[config.mk]
export PLATFORM = sky130hd
export DESIGN_NAME = rgb_fade_driver
export DESIGN_NICKNAME = d
export VERILOG_FILES = /design/src/rtl/rgb_fade_driver.sv
export SDC_FILE = /design/constraint.sdc
export NUM_CORES = 1
export LEC_CHECK = 0
export ABC_AREA = 1
export BUFFER_PORTS_ARGS = -buffer_cell sky130_fd_sc_hd__buf_2
export CAP_MARGIN = 20
export CORE_MARGIN = 1.5
export CORE_UTILIZATION = 27
export DETAILED_ROUTE_END_ITERATION = 8
export PLACE_DENSITY_LB_ADDON = 0.25
export SLEW_MARGIN = 15
export SYNTH_ARGS = -nofsm -noshare
export SYNTH_HDL_FRONTEND = slang
export SYNTH_SLANG_ARGS = --single-unit
[constraint.sdc]
create_clock -name clk -period 2.2 [get_ports clk]
set_input_delay 0.66 -clock clk [delete_from_list [all_inputs] [get_ports clk]]
set_output_delay 0.66 -clock clk [all_outputs]
set_load 0.05 [all_outputs]
[src/rtl/rgb_fade_driver.sv]
// RGB LED driver: ramps each channel linearly toward its colour-code target
// and renders the level as PWM whose duty only changes at period boundaries.
module rgb_fade_driver #(
  parameter int PWM_BITS = 8,
  parameter int BRIGHT   = 200,
  parameter int STEP_DIV = 16
) (
  input  logic                clk,
  input  logic                rst,
  input  logic [2:0]          colour,
  input  logic                enable,
  output logic                led_r,
  output logic                led_g,
  output logic                led_b,
  output logic [PWM_BITS-1:0] level_r,
  output logic [PWM_BITS-1:0] level_g,
  output logic [PWM_BITS-1:0] level_b,
  output logic                fading
);

  localparam int                  SW        = $clog2(STEP_DIV);
  localparam logic [PWM_BITS-1:0] ON_LEVEL  = PWM_BITS'(BRIGHT);
  localparam logic [SW-1:0]       STEP_LAST = SW'(STEP_DIV - 1);

  typedef enum logic {IDLE, FADE} state_t;

  state_t              r_state;
  state_t              w_next_state;
  logic [2:0]          r_colour_q;
  logic                r_en_q;
  logic [SW-1:0]       r_step_cnt;
  logic [PWM_BITS-1:0] r_pwm_cnt;
  logic [PWM_BITS-1:0] r_level [3];
  logic [PWM_BITS-1:0] r_cmp [3];
  logic [2:0]          r_led;
  logic [PWM_BITS-1:0] w_tgt [3];
  logic [PWM_BITS-1:0] w_level_next [3];
  logic                w_step;
  logic                w_any_diff;
  logic                w_any_diff_next;

  // Targets come only from the registered inputs; a step moves each channel
  // one LSB toward its target and can never overshoot it.
  always_comb begin
    w_step          = (r_state == FADE) && (r_step_cnt == STEP_LAST);
    w_any_diff      = 1'b0;
    w_any_diff_next = 1'b0;
    w_next_state    = r_state;
    for (int c = 0; c < 3; c++) begin
      w_tgt[c]        = (r_en_q && r_colour_q[c]) ? ON_LEVEL : '0;
      w_level_next[c] = r_level[c];
      if (w_step) begin
        if (r_level[c] < w_tgt[c])
          w_level_next[c] = r_level[c] + 1'b1;
        else if (r_level[c] > w_tgt[c])
          w_level_next[c] = r_level[c] - 1'b1;
      end
      w_any_diff      = w_any_diff | (r_level[c] != w_tgt[c]);
      w_any_diff_next = w_any_diff_next | (w_level_next[c] != w_tgt[c]);
    end
    case (r_state)
      IDLE: if (w_any_diff) w_next_state = FADE;
      FADE: if (w_step && !w_any_diff_next) w_next_state = IDLE;
    endcase
  end

  always_ff @(posedge clk) begin
    if (rst) r_state <= IDLE;
    else     r_state <= w_next_state;
  end

  always_ff @(posedge clk) begin
    if (rst) begin
      r_colour_q <= '0;
      r_en_q     <= 1'b0;
      r_step_cnt <= '0;
      for (int c = 0; c < 3; c++) r_level[c] <= '0;
    end else begin
      r_colour_q <= colour;
      r_en_q     <= enable;
      if (r_state != FADE || r_step_cnt == STEP_LAST)
        r_step_cnt <= '0;
      else
        r_step_cnt <= r_step_cnt + 1'b1;
      for (int c = 0; c < 3; c++) r_level[c] <= w_level_next[c];
    end
  end

  // Compare values are shadow-loaded on the last count so a pulse never
  // changes width partway through a period.
  always_ff @(posedge clk) begin
    if (rst) begin
      r_pwm_cnt <= '0;
      r_led     <= '0;
      for (int c = 0; c < 3; c++) r_cmp[c] <= '0;
    end else begin
      r_pwm_cnt <= r_pwm_cnt + 1'b1;
      for (int c = 0; c < 3; c++) begin
        r_led[c] <= (r_pwm_cnt < r_cmp[c]);
        if (r_pwm_cnt == '1) r_cmp[c] <= r_level[c];
      end
    end
  end

  assign led_r   = r_led[0];
  assign led_g   = r_led[1];
  assign led_b   = r_led[2];
  assign level_r = r_level[0];
  assign level_g = r_level[1];
  assign level_b = r_level[2];
  assign fading  = (r_state == FADE);

endmodule

==> results of run 1 <==
-- Yosys cell counts (2+ instances only) --
cell type,count,area (um2)
buf_2,2,10.01
xor2_1,6,52.55
o21ai_0,13,65.06
xnor2_1,3,26.28
o21bai_1,2,15.01
clkbuf_1,6,22.52
a21oi_1,29,145.1
nor3_1,11,55.05
o211ai_1,2,15.01
dfxtp_1,44,880.8
nand4_1,10,62.56
nor2_1,93,349.1
nand2_1,140,525.5
or2_2,3,18.77
nand2_4,6,67.56
inv_4,2,12.51
o21ai_1,6,30.03
nand2_2,7,43.79
clkinv_1,2,7.510
ha_1,40,500.5
nand3b_1,3,22.52
nand3_1,42,210.2
buf_6,2,22.52
edfxtp_1,24,720.7
nand3_4,2,35.03
inv_1,87,326.6
nor2_2,4,25.02
inv_2,3,11.26
-- kinds of logic after synthesis --
| family | count (synthesis) | share of synthesized area [%] |
|---|---|---|
| AND/OR/NAND/NOR | 326 | 33.16 |
| buffers and inverters | 106 | 9.901 |
| flip-flops | 68 | 36.01 |
| AO/OA/AOI/OAI | 59 | 7.539 |
| adder cells (fa/ha/maj) | 40 | 11.25 |
| XOR/XNOR | 10 | 2.138 |
-- state kept, by name (all words and copies together) (netlist names) --
signal / cells
fading: 1
r_cmp: 24
r_en_q: 1
r_pwm_cnt: 8
r_step_cnt: 4
r_led: 3
r_level: 24
r_colour_q: 3
-- metrics by stage --
step	power, mW	setup slack, ns	hold slack, ns	cells
2_1_floorplan	1.566	0.0004605	0.4176	609
3_3_place_gp	1.642	-0.1305	0.4289	884
3_5_place_dp	1.647	-0.1070	0.4397	884
4_1_cts	3.351	0.001158	0.4524	902
5_1_grt	3.488	-0.08920	0.4696	910
6_report	3.334	0.06394	0.4519	910
-- final timing paths --
path | startpoint | end | slack, ns | depth (start not counted)
max | r_en_q | fading | 0.06 | 14
min | r_step_cnt[0] | r_step_cnt[0] | 0.45 | 1
max reg2reg | r_en_q | fading | 0.06 | 14
min reg2reg | r_step_cnt[0] | r_step_cnt[0] | 0.45 | 1
-- power groups by stage --
stage,logic (mW),registers [mW],clock network (mW)
final,0.305,1.35,1.68
after global routing,0.347,1.36,1.78
after CTS,0.275,1.35,1.72
after detailed placement,0.268,1.38,0
after global placement,0.264,1.38,0
after floorplan,0.168,1.40,0
-- layer usage --
layer / vias up / global-route usage [%]
met5: - / 0
met4: 0 / 4.877
met3: 14 / 2.971
met2: 59 / 24.25
met1: 1846 / 16.83
li1: 2111 / -
-- worst max-delay path, cell delays in order, from the launching register on --
cell	delay, ns
dfxtp_4	0.37
nand2_4	0.08
inv_1	0.06
ha_1	0.29
inv_1	0.05
nor2_2	0.15
nand3_4	0.13
nand3_2	0.09
nand2_2	0.08
nand4_1	0.10
nand2_1	0.10
nor3_4	0.23
nand3_1	0.09
nor2_1	0.11
a21oi_1	0.07
-- cell type report --
cell class	instances	area (um2)	share of cell area, %
clock buffer	9	225.2	3.900
clock inverter	7	123.9	2.145
inverter	94	362.8	6.284
multi-input combinational	435	2629	45.53
sequential	68	1618	28.02
tap	216	270.3	4.680
timing repair buffer	81	545.5	9.447
-- timing repair --
item | CTS | global route
pin swaps | 1 | 23
gates resized for setup | 10 | 48
hold buffers | 0 | 0
buffers inserted | 2 | 8
setup endpoints to repair | 1 | 1
==> flow_summary.toml, run 1 <==
[power]
p_int_mw = 2.567
ir_drop_uv = 396.3
comb_power_share_pct = 9.1
p_switching_uw = 767.4
netSwitchingFraction_pct = 23.02
cellLeakagePower_nw = 2.816
p_clk_share_pct = 50.3
seqPwrFrac_pct = 40.6
powerDensity_nw_per_um2 = 577.4

[floorplan]
dieWidth_um = 131.4
pin_count = 34
die_h_um = 131.4
rows = 46
core_um2 = 16000
initial_core_util_pct = 27.80
die_area_um2 = 17250

[synthesis]
syn-num-nets = 655
async_reset_ff_share_pct = 0
synth_edf_count = 24
ys_types = 43
synthCells = 609
synth_ff_type = "dfxtp_1"
ys_ff_latch = 68
avgSynthCellArea_um2 = 7.304
synth_area_um2 = 4448
ys_warn_count = 0
seq_area_frac_synth_pct = 36.01

[grt]
grt_use_total_pct = 13.88
antenna_found_initial = 0
grt_pass1_wl_um = 19220
grt_pass1_vias = 3994
grt_max_degree = 36
overflow = 0

[hold_path]
worstHoldPathType = "reg2reg"

[clocking]
cts-root-buf = "clkbuf_16"
h-tree-depth = 3
cts_made_buffers = 9
clk_path_buf_depth = 2
cts_tree = "built"
cts.sinks = 68
clk_pin_slew_ns = 0.06
insertion_delay_ns = 0.34

[cells_and_area]
fill_cells = 1704
final_core_util_pct = 36.09
final_common_cell = "nand2_1"
syn2layout_area_growth_pct = 29.82
drive_above_1_share_pct = 25.36
postLayoutCellArea_um2 = 5774
final_nets = 735
final_cell_mix = "nand2_1 (125), nor2_1 (88), inv_1 (84)"
antenna_cells = 0

[route]
m1WireLength_um = 5409
ant_nets = 0
route.detailed.drc = 0
avgViaCountPerCell = 4.429
dr_wl_met3_um = 360
num_vias = 4030
wl_per_cell_um = 12.62
wirelength_um = 11490
drt_iter0_drc = 173
dr.pass1.iters = 4
met2_length_um = 5496
topRoutingLayerUsed = "met4"

[sta]
slew_viol_final = 0
tns_ns = 0
finalCriticalPeriod_ns = 2.136
rsz0062_at_grt = "yes"
hold_viol_final = 0
finalClockSkew_ns = 0.005589
setup_viol = 0
period_share_pct = 97.09
timing.fmax_ghz = 0.4682
worstMarginPinSlew_ns = 0.5512
relSlewSlack_pct = 62.97

[critical_path]
start_kind = "register"
arrival_ns = 2.34
required_ns = 2.40
setup.worst_path.class = "reg2reg"
crit_fanout = 6
critPathCaptureType = "register"

[placement]
gp_congestion = 0.8560
post-dp-hpwl_um = 8813
dpl_cell_area_um2 = 5106
port_buffers = 33

[run]
cap_violations = 0

[status]
status = "finished clean"
No activity file was read; power rests on OpenSTA's default activity.
==> run 2: changes to the inputs <==
==> constraint.sdc (replaced) <==
create_clock -name clk -period 2.2 [get_ports clk]
set_input_delay 0.11 -clock clk [delete_from_list [all_inputs] [get_ports clk]]
set_output_delay 0.11 -clock clk [all_outputs]
set_load 0.05 [all_outputs]
==> run 2 against run 1 <==
Wire length grew 7.9%; worst hold slack lost 0.26 ns; via count up 2.8%; critical path type unchanged; clock power grew 4%; register-to-register slack hardly changed; maximum frequency down 0.15%; sequential share of layout area down 0.66 points; first-iteration DRC count up 47%; clock skew increased by 0.0047 ns; non-clock buffer count up 5; setup slack lost 0.0032 ns; critical path depth grew 2.
==> flow_summary.toml, run 2 (synthesis results as in run 1) <==
[floorplan]
die_area_um2 = 17250
rows = 46
core_um2 = 16000
pin_count = 34
dieWidth_um = 131.4
die_h_um = 131.4
initial_core_util_pct = 27.80

[route]
wl_per_cell_um = 13.54
dr.pass1.iters = 5
num_vias = 4142
route.detailed.drc = 0
ant_nets = 0
drt_iter0_drc = 254
avgViaCountPerCell = 4.522
wirelength_um = 12400

[clocking]
clk_pin_slew_ns = 0.06
h-tree-depth = 3
cts_tree = "built"
cts_made_buffers = 9
insertion_delay_ns = 0.35
clk_path_buf_depth = 2
cts-root-buf = "clkbuf_16"
cts.sinks = 68

[cells_and_area]
final_cell_mix = "nand2_1 (121), nor2_1 (88), inv_1 (82)"
drive_above_1_share_pct = 26.71
top_regs = "r_cmp (24), r_level (24), r_pwm_cnt (8)"
final_core_util_pct = 36.93
fill_cells = 1738
syn2layout_area_growth_pct = 32.86
antenna_cells = 0
final_common_cell = "nand2_1"
final_nets = 741

[placement]
post-dp-hpwl_um = 8991
port_buffers = 33
gp_congestion = 0.8797

[critical_path]
crit_fanout = 4
crit_path_max_incr_delay_ns = 0.41
critPathCaptureType = "register"
arrival_ns = 2.36
critical-path-top-delay-family = "simple AND/OR/NAND/NOR gates"
crit_slowest_cell = "dfxtp_4"
crit_path_cell_trace = "nand2_4 -> ha_4 -> nand2_4 -> inv_2 -> nand2_4 -> nand3_1 -> nand2_1 -> clkinv_1 -> nand2_1 -> nand2_1 -> nand2_1 -> nand2_2 -> nor3_4 -> nand3_1 -> nor2_1 -> a21oi_1"
required_ns = 2.42
path_buf_inv = 2
setup.worst_path.class = "reg2reg"
cp_common_cell = "nand2_1"
start_kind = "register"

[power]
cellLeakagePower_nw = 2.851
ir_drop_uv = 394.1
powerDensity_nw_per_um2 = 580.6

[sta]
timing.fmax_ghz = 0.4675
worstMarginPinSlew_ns = 0.4423
finalClockSkew_ns = 0.01032
hold_viol_final = 0
period_share_pct = 97.24
whs_ns = 0.1956
relSlewSlack_pct = 70.52
setup_viol = 0
finalCriticalPeriod_ns = 2.139
slew_viol_final = 0
rsz0062_at_grt = "yes"
tns_ns = 0

[hold_path]
worstHoldPathType = "in2reg"

[grt]
overflow = 0
grt_pass1_wl_um = 19630
grt_pass1_vias = 3946
antenna_found_initial = 0
grt_max_degree = 36
grt_use_total_pct = 14.46

[run]
cap_violations = 0

[status]
status = "finished clean"
run 2: worst register-to-register path: cells and delay by family (launching register included):
kind	cells	cell delay (ns)
buffers and inverters	2	0.14
DFF	1	0.41
AOI/OAI and AO/OA	1	0.07
and+or+nand+nor	12	1.13
adders and majority gates	1	0.27
run 2: final cells by class:
type | count | area, um2 | area share, %
flip-flops and latches | 68 | 1617 | 27.36
well taps | 216 | 270.3 | 4.573
clock buffers | 12 | 256.5 | 4.340
clock inverters | 4 | 95.09 | 1.609
multi-input cells | 436 | 2709 | 45.84
repair buffers | 86 | 601.8 | 10.18
inverters | 94 | 360.3 | 6.098
run 2: final timing paths:
kind / startpoint / slack (ns) / end / cells past startpoint
setup / recovery: r_en_q / 0.06 / fading / 16
hold / removal: rst / 0.20 / r_pwm_cnt[5] / 4
setup reg to reg: r_en_q / 0.06 / fading / 16
hold reg to reg: r_step_cnt[0] / 0.46 / r_step_cnt[0] / 1
run 2: per-layer routing:
layer  part of all wire (%)  global-route usage, %  wire length [um]  up-vias
met5                      0                      0                 0        -
met4                    1.7                  5.556               216        0
met3                    3.2                  3.742               397       15
met2                     48                  24.69              5986       78
met1                     47                  17.41              5799     1927
li1                       -                      -                 -     2122
run 2: report_power, final:
group,leakage (nW),internal [mW],switching [mW]
Sequential,0.590,1.34,0.0201
Clock,0.173,1.17,0.583
Combinational,2.09,0.127,0.198
Total,2.85,2.63,0.801
run 2: per-stage QoR:
step / cells / total power [mW] / area [um2] / worst slack, ns
3_5_place_dp: 884 / 1.652 / 5106 / -0.07498
2_1_floorplan: 609 / 1.566 / 4456 / 0.0004605
3_3_place_gp: 884 / 1.646 / 5106 / -0.09036
4_1_cts: 905 / 3.408 / 5574 / 0.01132
5_1_grt: 916 / 3.544 / 5909 / -0.08988
6_report: 916 / 3.431 / 5909 / 0.06077
run 2: what timing repair did:
action                                 CTS  global route
gates cloned                             0             1
setup endpoints to repair                1             1
pin swaps                                1            26
gates resized for setup                 14            58
buffers inserted                         1            10
hold buffers                             4             0
endpoints found under the hold margin    4             0
==> run 3: changes to the inputs <==
--- a/config.mk
+++ b/config.mk
@@ -12,7 +12,7 @@
 export CORE_UTILIZATION = 27
 export DETAILED_ROUTE_END_ITERATION = 8
 export PLACE_DENSITY_LB_ADDON = 0.25
-export SLEW_MARGIN = 15
+export SLEW_MARGIN = 10
 export SYNTH_ARGS = -nofsm -noshare
 export SYNTH_HDL_FRONTEND = slang
 export SYNTH_SLANG_ARGS = --single-unit
==> constraint.sdc (replaced) <==
create_clock -name clk -period 2.7 [get_ports clk]
set_input_delay 0.135 -clock clk [delete_from_list [all_inputs] [get_ports clk]]
set_output_delay 0.135 -clock clk [all_outputs]
set_load 0.05 [all_outputs]
==> run 3 against run 2 <==
Sequential share of layout area up 3.6 points; first-iteration DRC count down 21%; sequential power down 18%; worst hold slack better by 0.040 ns; die area unchanged; final cell count down 4.9%; non-clock buffer count down 44; design area down 12%; critical path type unchanged; largest cell class unchanged; largest power group unchanged.
==> flow_summary.toml, run 3 (synthesis results as in run 1) <==
[cells_and_area]
final_core_util_pct = 32.34
antenna_cells = 0
final_common_cell = "nand2_1"
drive_above_1_share_pct = 13.13
syn2layout_area_growth_pct = 16.34
instances_no_fill = 871
postLayoutCellArea_um2 = 5175
final_cell_mix = "nand2_1 (140), nor2_1 (93), inv_1 (87)"
top_regs = "r_cmp (24), r_level (24), r_pwm_cnt (8)"
final_nets = 696

[critical_path]
crit_slowest_cell = "dfxtp_1"
path_buf_inv = 0
ff2ff_setup_slack_ns = 0.25
critPathCaptureType = "register"
crit_path_cell_trace = "nand2_1 -> ha_1 -> a21oi_1 -> nand2_4 -> o211ai_1 -> nand2_1 -> a21oi_1 -> nand2_1 -> nor2_1 -> nand3_1 -> nor2_1 -> a21oi_1"
arrival_ns = 2.65
crit_path_max_incr_delay_ns = 0.39
critical-path-top-delay-family = "simple AND/OR/NAND/NOR gates"
start_kind = "register"
crit_fanout = 10
required_ns = 2.90
setup.worst_path.class = "reg2reg"

[clocking]
cts.sinks = 68
cts_hold_buf = 4
clk_pin_slew_ns = 0.06
cts_resized = 0
clk_path_buf_depth = 2
cts_tree = "built"
cts_made_buffers = 9
insertion_delay_ns = 0.33
h-tree-depth = 3
postCtsSetupRepairBufs = 0
cts-root-buf = "clkbuf_16"

[grt]
grt_pass1_vias = 3684
overflow = 0
antenna_found_initial = 0
met3_usage_pct = 3.549
grt_pass1_wl_um = 18100
grt_most_used_layer = "met2"
grtUsageMet2_pct = 21.60
use_met1_pct = 16.65
grt_max_degree = 36
grt_use_total_pct = 13.13

[sta]
worstMarginPinSlew_ns = 0.4494
rsz0062_at_grt = "no"
setup_viol = 0
finalClockSkew_ns = 0.004857
period_share_pct = 90.63
layout_setup_ws_ns = 0.2529
tns_ns = 0
relSlewSlack_pct = 70.04
finalCriticalPeriod_ns = 2.447
timing.fmax_ghz = 0.4087
whs_ns = 0.2352
slew_viol_final = 0
hold_viol_final = 0

[placement]
port_buffers = 33
post-dp-hpwl_um = 8135
gp_congestion = 0.8627
dp_cells = 851
dpl_cell_area_um2 = 4851
pre_cts_ws_ns = 0.2455

[route]
num_vias = 3852
ant_nets = 0
drt_iter0_drc = 201
dr.pass1.iters = 4
wl_per_cell_um = 12.38
avgViaCountPerCell = 4.423
route.detailed.drc = 0
wirelength_um = 10780

[power]
finalPower_mw = 2.449
ir_drop_uv = 292.0
cellLeakagePower_nw = 2.521
powerDensity_nw_per_um2 = 473.3

[hold_path]
worstHoldPathType = "in2reg"

[run]
cap_violations = 0

[floorplan]
rows = 46
die_area_um2 = 17250
die_h_um = 131.4
dieWidth_um = 131.4
initial_core_util_pct = 27.80
core_um2 = 16000
pin_count = 34

[status]
status = "finished clean"
==> run 3: cell count changes in the layout (fill, tap and decap cells not counted), moves of 4 or more <==
cell | before | now
inv_2 | 7 | 3
buf_4 | 46 | 4
nand3_1 | 38 | 42
nand2_2 | 18 | 7
ha_4 | 7 | 0
nand2_4 | 12 | 6
dfxtp_1 | 36 | 44
nor2_1 | 88 | 93
ha_1 | 33 | 40
o21ai_0 | 9 | 13
dfxtp_2 | 6 | 0
inv_1 | 82 | 87
nand2_1 | 121 | 140
==> run 3: final timing paths <==
check                                    from       endpoint  cells after the start
worst min-delay path                      rst   r_pwm_cnt[5]                      4
worst max-delay path                   r_en_q         fading                     12
worst min register to register  r_step_cnt[0]  r_step_cnt[0]                      1
worst max register to register         r_en_q         fading                     12
==> run 3: worst reg2reg max path, delay by kind of cell (launching register included) <==
| family | cells | cell delay [ns] |
|---|---|---|
| AND/OR/NAND/NOR | 7 | 0.85 |
| AO/OA/AOI/OAI | 4 | 0.76 |
| flip-flops | 1 | 0.39 |
| adder cells (fa/ha/maj) | 1 | 0.31 |
==> run 3: layout make-up <==
class	count	area, um2
fill	1791	10830
clock inverter	6	55.05
tap	216	270.3
inverter	94	357.8
timing repair buffer	42	255.2
clock buffer	10	229.0
sequential	68	1602
multi-input combinational	435	2406
==> run 3: layer usage <==
layer,vias to the layer above,share of wire (%)
met5,-,0
met4,0,1.4
met3,10,5.4
met2,87,47
met1,1718,46
li1,2037,-
==> run 3: power breakdown <==
part | internal, mW | total, mW | switching (mW) | leakage [nW]
Combinational | 0.0662 | 0.198 | 0.132 | 1.80
Sequential | 1.09 | 1.11 | 0.0165 | 0.585
Clock | 0.705 | 1.15 | 0.440 | 0.137
Total | 1.86 | 2.45 | 0.588 | 2.52
